[src/rtl/vending_pkg.sv]
// -----------------------------------------------------------------------------
// vending_pkg
// Shared definitions for the bottle/change dispenser back end:
//   - default pulse length and coin-ack timeout
//   - change-code constants (code value equals the number of 5 rs coins)
//   - dispenser FSM state encoding
//   - queued request record {bottle, change}
// -----------------------------------------------------------------------------
package vending_pkg;

  localparam int unsigned VEND_CYCLES_DEF = 8;
  localparam int unsigned ACK_TIMEOUT_DEF = 255;

  localparam logic [1:0] CHG_0  = 2'b00;
  localparam logic [1:0] CHG_5  = 2'b01;
  localparam logic [1:0] CHG_10 = 2'b10;
  localparam logic [1:0] CHG_15 = 2'b11;

  localparam int unsigned REQ_W = 3;

  typedef enum logic [2:0] {
    ST_IDLE  = 3'd0,
    ST_VEND  = 3'd1,
    ST_EJECT = 3'd2,
    ST_GAP   = 3'd3,
    ST_DONE  = 3'd4,
    ST_FAULT = 3'd5
  } state_e;

  typedef struct packed {
    logic       bottle;
    logic [1:0] change;
  } req_t;

  // A cycle is a request when it asks for a bottle or for any change.
  function automatic logic is_request(input logic bottle, input logic [1:0] change);
    return bottle | (change != CHG_0);
  endfunction

  // Number of 5 rs coins owed for a change code.
  function automatic logic [1:0] coins_for(input logic [1:0] change);
    logic [1:0] n;
    case (change)
      CHG_0:   n = 2'd0;
      CHG_5:   n = 2'd1;
      CHG_10:  n = 2'd2;
      CHG_15:  n = 2'd3;
      default: n = 2'd0;
    endcase
    return n;
  endfunction

endpackage

[src/rtl/vend_req_fifo.sv]
// -----------------------------------------------------------------------------
// vend_req_fifo
// Two-entry request queue between the upstream vending FSM and the dispenser.
// A push into a full queue is accepted only when a pop happens in the same
// cycle; otherwise it is discarded (the caller flags the overflow).
// Ports:
//   clk     - rising-edge clock
//   reset   - synchronous active-high reset, empties the queue
//   push_i  - write data_i this cycle
//   pop_i   - discard the head this cycle
//   data_i  - {bottle, change} request to enqueue
//   data_o  - head of queue (valid when empty_o = 0)
//   full_o  - both entries occupied
//   empty_o - no entries occupied
// -----------------------------------------------------------------------------
module vend_req_fifo
  import vending_pkg::*;
(
  input  logic             clk,
  input  logic             reset,
  input  logic             push_i,
  input  logic             pop_i,
  input  logic [REQ_W-1:0] data_i,
  output logic [REQ_W-1:0] data_o,
  output logic             full_o,
  output logic             empty_o
);

  logic [REQ_W-1:0] mem_q [2];
  logic             wr_ptr_q;
  logic             rd_ptr_q;
  logic [1:0]       count_q;
  logic [1:0]       count_d;
  logic             do_push_s;
  logic             do_pop_s;

  // Qualify push/pop against occupancy and compute the next fill level.
  always_comb begin
    do_pop_s  = pop_i & (count_q != 2'd0);
    // When full, the slot being popped frees room for the incoming push.
    do_push_s = push_i & ((count_q != 2'd2) | do_pop_s);
    count_d   = count_q;
    if (do_push_s && !do_pop_s) begin
      count_d = count_q + 2'd1;
    end else if (!do_push_s && do_pop_s) begin
      count_d = count_q - 2'd1;
    end else begin
      count_d = count_q;
    end
  end

  // Storage, pointers and fill level.
  always_ff @(posedge clk) begin
    if (reset) begin
      mem_q[0] <= {REQ_W{1'b0}};
      mem_q[1] <= {REQ_W{1'b0}};
      wr_ptr_q <= 1'b0;
      rd_ptr_q <= 1'b0;
      count_q  <= 2'd0;
    end else begin
      if (do_push_s) begin
        mem_q[wr_ptr_q] <= data_i;
        wr_ptr_q        <= ~wr_ptr_q;
      end
      if (do_pop_s) begin
        rd_ptr_q <= ~rd_ptr_q;
      end
      count_q <= count_d;
    end
  end

  assign data_o  = mem_q[rd_ptr_q];
  assign full_o  = (count_q == 2'd2);
  assign empty_o = (count_q == 2'd0);

endmodule

[src/rtl/vend_dispenser.sv]
// -----------------------------------------------------------------------------
// vend_dispenser
// Executes queued vending transactions: pulses the bottle-release solenoid,
// then pays out change one 5 rs coin at a time through a handshaking hopper.
// A hopper that never acknowledges locks the block in FAULT until reset.
// Parameters:
//   VEND_CYCLES - solenoid pulse length in clk cycles (1..255)
//   ACK_TIMEOUT - cycles to wait for coin_ack before faulting (1..255)
// Ports:
//   clk        - rising-edge clock
//   reset      - synchronous active-high reset
//   bottle_req - upstream asks for a bottle
//   change_req - upstream change code, number of 5 rs coins owed
//   coin_ack   - hopper ejected one coin (only honoured while ejecting)
//   vend_motor - bottle-release solenoid drive
//   coin_eject - request one coin from the hopper
//   done       - one-cycle pulse at the end of a transaction
//   busy       - a transaction (or the fault lock) is in progress
//   overflow   - sticky: a request arrived while the queue was full
//   fault      - sticky: the hopper failed to acknowledge in time
// All outputs are flops loaded from the next-state, so they switch on the
// same edge as the FSM and no input reaches an output combinationally.
// -----------------------------------------------------------------------------
module vend_dispenser
  import vending_pkg::*;
#(
  parameter int unsigned VEND_CYCLES = VEND_CYCLES_DEF,
  parameter int unsigned ACK_TIMEOUT = ACK_TIMEOUT_DEF
) (
  input  logic       clk,
  input  logic       reset,
  input  logic       bottle_req,
  input  logic [1:0] change_req,
  input  logic       coin_ack,
  output logic       vend_motor,
  output logic       coin_eject,
  output logic       done,
  output logic       busy,
  output logic       overflow,
  output logic       fault
);

  // Terminal counts: the counters start at zero on state entry.
  localparam logic [7:0] VEND_LAST = 8'(VEND_CYCLES - 1);
  localparam logic [7:0] TMO_LAST  = 8'(ACK_TIMEOUT - 1);

  state_e           state_q;
  state_e           state_d;
  logic [1:0]       coins_q;
  logic [1:0]       coins_d;
  logic [7:0]       vend_cnt_q;
  logic [7:0]       vend_cnt_d;
  logic [7:0]       tmo_cnt_q;
  logic [7:0]       tmo_cnt_d;

  logic             vend_motor_q;
  logic             coin_eject_q;
  logic             done_q;
  logic             busy_q;
  logic             overflow_q;
  logic             fault_q;

  logic             req_valid_s;
  logic             pop_s;
  logic             drop_s;
  logic             fifo_full_s;
  logic             fifo_empty_s;
  logic [REQ_W-1:0] fifo_data_s;
  req_t             head_s;

  assign req_valid_s = is_request(bottle_req, change_req);
  assign head_s      = req_t'(fifo_data_s);

  vend_req_fifo u_fifo (
    .clk     (clk),
    .reset   (reset),
    .push_i  (req_valid_s),
    .pop_i   (pop_s),
    .data_i  ({bottle_req, change_req}),
    .data_o  (fifo_data_s),
    .full_o  (fifo_full_s),
    .empty_o (fifo_empty_s)
  );

  // A request is lost only if the queue is full and nothing leaves it now.
  assign drop_s = req_valid_s & fifo_full_s & ~pop_s;

  // Next-state, counters and queue pop.
  always_comb begin
    state_d    = state_q;
    coins_d    = coins_q;
    vend_cnt_d = vend_cnt_q;
    tmo_cnt_d  = tmo_cnt_q;
    pop_s      = 1'b0;

    case (state_q)
      ST_IDLE: begin
        if (!fifo_empty_s) begin
          pop_s      = 1'b1;
          coins_d    = coins_for(head_s.change);
          vend_cnt_d = 8'd0;
          tmo_cnt_d  = 8'd0;
          if (head_s.bottle) begin
            state_d = ST_VEND;
          end else begin
            state_d = ST_EJECT;
          end
        end else begin
          state_d = ST_IDLE;
        end
      end

      ST_VEND: begin
        if (vend_cnt_q == VEND_LAST) begin
          vend_cnt_d = 8'd0;
          tmo_cnt_d  = 8'd0;
          if (coins_q != 2'd0) begin
            state_d = ST_EJECT;
          end else begin
            state_d = ST_DONE;
          end
        end else begin
          vend_cnt_d = vend_cnt_q + 8'd1;
        end
      end

      ST_EJECT: begin
        // An ack always wins, even on the last allowed cycle.
        if (coin_ack) begin
          coins_d = coins_q - 2'd1;
          state_d = ST_GAP;
        end else if (tmo_cnt_q == TMO_LAST) begin
          state_d = ST_FAULT;
        end else begin
          tmo_cnt_d = tmo_cnt_q + 8'd1;
        end
      end

      ST_GAP: begin
        tmo_cnt_d = 8'd0;
        if (coins_q != 2'd0) begin
          state_d = ST_EJECT;
        end else begin
          state_d = ST_DONE;
        end
      end

      ST_DONE: begin
        state_d = ST_IDLE;
      end

      ST_FAULT: begin
        state_d = ST_FAULT;
      end

      default: begin
        state_d = ST_IDLE;
      end
    endcase
  end

  // State, counters and registered outputs.
  always_ff @(posedge clk) begin
    if (reset) begin
      state_q      <= ST_IDLE;
      coins_q      <= 2'd0;
      vend_cnt_q   <= 8'd0;
      tmo_cnt_q    <= 8'd0;
      vend_motor_q <= 1'b0;
      coin_eject_q <= 1'b0;
      done_q       <= 1'b0;
      busy_q       <= 1'b0;
      overflow_q   <= 1'b0;
      fault_q      <= 1'b0;
    end else begin
      state_q      <= state_d;
      coins_q      <= coins_d;
      vend_cnt_q   <= vend_cnt_d;
      tmo_cnt_q    <= tmo_cnt_d;
      vend_motor_q <= (state_d == ST_VEND);
      coin_eject_q <= (state_d == ST_EJECT);
      done_q       <= (state_d == ST_DONE);
      busy_q       <= (state_d != ST_IDLE);
      overflow_q   <= overflow_q | drop_s;
      fault_q      <= (state_d == ST_FAULT);
    end
  end

  assign vend_motor = vend_motor_q;
  assign coin_eject = coin_eject_q;
  assign done       = done_q;
  assign busy       = busy_q;
  assign overflow   = overflow_q;
  assign fault      = fault_q;

endmodule

[config.mk]
export PLATFORM = sky130hd
export DESIGN_NAME = vend_dispenser
export DESIGN_NICKNAME = d
export VERILOG_FILES = /design/src/rtl/vending_pkg.sv /design/src/rtl/vend_req_fifo.sv /design/src/rtl/vend_dispenser.sv
export SDC_FILE = /design/constraint.sdc
export NUM_CORES = 1
export LEC_CHECK = 0
export ABC_CLOCK_PERIOD_IN_PS = 2200
export BUFFER_PORTS_ARGS = -buffer_cell sky130_fd_sc_hd__buf_2
export CAP_MARGIN = 5
export CORE_MARGIN = 5
export CORE_UTILIZATION = 40
export CTS_BUF_LIST = sky130_fd_sc_hd__clkbuf_2 sky130_fd_sc_hd__clkbuf_4 sky130_fd_sc_hd__clkbuf_8
export DETAILED_ROUTE_END_ITERATION = 12
export SYNTH_ARGS = -nofsm -noshare
export SYNTH_HDL_FRONTEND = slang
export SYNTH_SLANG_ARGS = --single-unit
[constraint.sdc]
create_clock -name clk -period 2.2 [get_ports clk]
set_input_delay 0.22 -clock clk [delete_from_list [all_inputs] [get_ports clk]]
set_output_delay 0.22 -clock clk [all_outputs]
set_load 0.005 [all_outputs]
==> results by group <==
Status
  – Status: complete, no violations

Critical path
  – CP bufs+invs: 0
  – Startpoint types: flip-flop
  – Slowest Stage Delay on Critical Path: 360 ps
  – Critical path type: flip-flop to flip-flop
  – Worst path arrival time: 2140 ps
  – Worst path top cell family by delay: compound AO/OA/AOI/OAI gates
  – Worst-path maximum fanout: 8
  – CP required: 2400 ps
  – CP Capture Type: flip-flop
  – Slowest CP cell: dfxtp_1
  – Crit-path cells: ha_1 -> and4bb_2 -> a21o_1 -> o211a_2 -> a41oi_1 -> a211oi_1

Global route
  – Vias in the first global route: 1530
  – GRT Util Overall: 13.51%
  – Largest net degree at the start of global routing: 19
  – First-pass GRT wire length: 6706 um
  – Total grt overflow: 0
  – Antenna violations before repair: 0

Synthesis
  – Syn_area_per_cell: 8.989 um2
  – Synth top area share: 33.62%
  – Prevailing post-synth register cell: dfxtp_1
  – Yosys warns: 0
  – Synth Instances: 212
  – Sequential area share after synthesis: 43.07%
  – Cell type with the largest total area after synthesis: dfxtp_1
  – Number of synthesized flops with an enable pin: 6
  – Area contributors post-synth: dfxtp_1, edfxtp_1, a21oi_1
  – Yosys reg bits: 38
  – Post-Syn Nets: 223
  – Distinct cell type count of the synthesized netlist: 52
  – Ys async rst share: 0%
  – Post-Syn Area: 0.001906 mm2

Routing
  – Via count: 1535
  – Initial DRC Count: 57
  – Final WL: 3804 um
  – Drt first pass iters: 4
  – Routed len/inst: 13.35 um
  – Vias per cell: 5.386
  – # DRC: 0
  – ANT nets after route: 0

Die
  – Starting Density: 40.89%
  – Die Ht: 79.02 um
  – Io pins: 12
  – Die ar.: 0.006244 mm2
  – Core footprint: 0.004661 mm2
  – Num rows: 25
  – Die Wd: 79.02 um

Clock tree
  – CTS tree: built
  – Postcts setup bufs: 0
  – Post-cts sizing count: 0
  – H-tree depth: 2
  – Root Buffer: clkbuf_8
  – Clock latency on the worst-skew pair: 290 ps
  – Clk sinks: 38
  – CTS hold repair buffers: 0
  – CTS Buffer Depth: 2
  – Clk slew on worst S/H paths: 70 ps
  – TritonCTS Buffers: 5

STA
  – Max Slew Vio Count: 0
  – Tmin final: 1935 ps
  – Setup slack after layout: 265.2 ps
  – Max_slew headroom: 73.14%
  – Final hold vios: 0
  – Max Freq: 516.9 MHz
  – Actual slew at the worst max-slew pin: 398.7 ps
  – Worst clock skew: 5.625 ps
  – Setup TNS: 0 ps
  – RSZ-0062 raised after global routing: false
  – Final setup fails: 0
  – Final period util: 87.94%

Cells and area
  – Layout cells sized above 1: 15.15%
  – Final net count: 241
  – Antenna cells: 0
  – Most common cell after layout, fill and taps aside: dfxtp_1
  – Area Overhead vs Synth: 13.79%
  – Most frequent cells in the layout: dfxtp_1, nor2_1, a21oi_1
  – Util after Layout: 46.52%

Place
  – Pre-CTS WS: 284.0 ps
  – Hpwl dp: 2795 um
  – Buffers added on ports: 11
  – GP Congestion: 0.7633

Pwr
  – Pwr/cell area: 1218 mW/mm2
  – Static leakage: 0.0008875 uW
  – Worst VDD drop: 0.6988 mV

Job
  – Maxcap violations: 0

Worst hold path
  – Hold Crit Class: input port to flip-flop
-- layout make-up --
type | instances | area, um2
clock buffers | 7 | 90.09
clock inverters | 1 | 30.03
fillers | 471 | 2492
inverters | 10 | 37.54
multi-input cells | 156 | 1007
flip-flops and latches | 38 | 820.8
well taps | 54 | 67.56
repair buffers | 19 | 115.1
-- stage by stage --
step / total power [uW] / hold slack, ps / std cells / instance area, um2
global placement: 2039 / 449.7 / 277 / 2048
detailed placement: 2044 / 449.1 / 277 / 2048
CTS: 2672 / 221.3 / 285 / 2168
finish: 2641 / 229.4 / 285 / 2168
global route: 2871 / 233.2 / 285 / 2168
floorplan: 1733 / 418.2 / 212 / 1906
-- routing by layer --
metal / share of wire [%] / GRT usage (%) / routed length [um] / up-vias
li1: - / - / - / 807
met1: 48 / 16.76 / 1844 / 707
met2: 47 / 22.90 / 1792 / 14
met3: 3.0 / 3.175 / 114 / 7
met4: 1.3 / 4.639 / 51 / 0
met5: 0 / 0 / 0 / -
-- logic make-up after synthesis --
family                   count (synthesis)  share of synthesized area (%)
XOR/XNOR                                 4                          1.839
multiplexers                             3                          1.576
AO/OA/AOI/OAI                           56                          19.70
AND/OR/NAND/NOR                         88                          26.46
buffers and inverters                   18                          4.071
adder cells (fa/ha/maj)                  5                          3.283
flip-flops                              38                          43.07
-- Yosys cell counts (2+ instances only) --
master and count:
a211oi_1 3, a21o_1 2, a21oi_1 20, a311oi_1 2, a31oi_1 3, a41oi_1 2, and2_1 10, and3_1 8
buf_2 2, clkbuf_1 5, dfxtp_1 32, edfxtp_1 6, ha_1 5, inv_1 10, mux2i_1 3, nand2_1 7
nand2b_1 5, nand3_1 4, nand3b_1 5, nand4_1 2, nor2_1 21, nor3_1 7, nor3b_1 4, o211a_1 3
o21ai_0 8, o22ai_1 2, or3_1 3, or3b_1 2, xor2_1 3
-- report_power, final --
| part | internal [uW] | switching [uW] | leakage (uW) |
|---|---|---|---|
| clock network | 382 | 240 | 0.0000619 |
| registers | 839 | 71.4 | 0.000325 |
| logic | 475 | 634 | 0.000500 |
-- final timing paths --
kind                      start                 end  slack [ps]  cells past startpoint
setup / recovery  vend_cnt_q[0]        tmo_cnt_q[5]         270                      6
hold / removal    change_req[0]  u_fifo.mem_q[0][0]         230                      2
hold reg to reg      coins_q[1]          coins_q[1]         460                      2
setup reg to reg  vend_cnt_q[0]        tmo_cnt_q[5]         270                      6
-- state kept, by name, summed over array words and instances, names as in the netlist, named ones only --
name	flops
tmo_cnt_q	8
vend_cnt_q	8
u_fifo.mem_q	6
state_q	3
coins_q	2
u_fifo.count_q	2
busy	1
coin_eject	1
done	1
fault	1
overflow	1
u_fifo.rd_ptr_q	1
u_fifo.wr_ptr_q	1
vend_motor	1
Note: power is estimated with default switching activity, not from simulation.
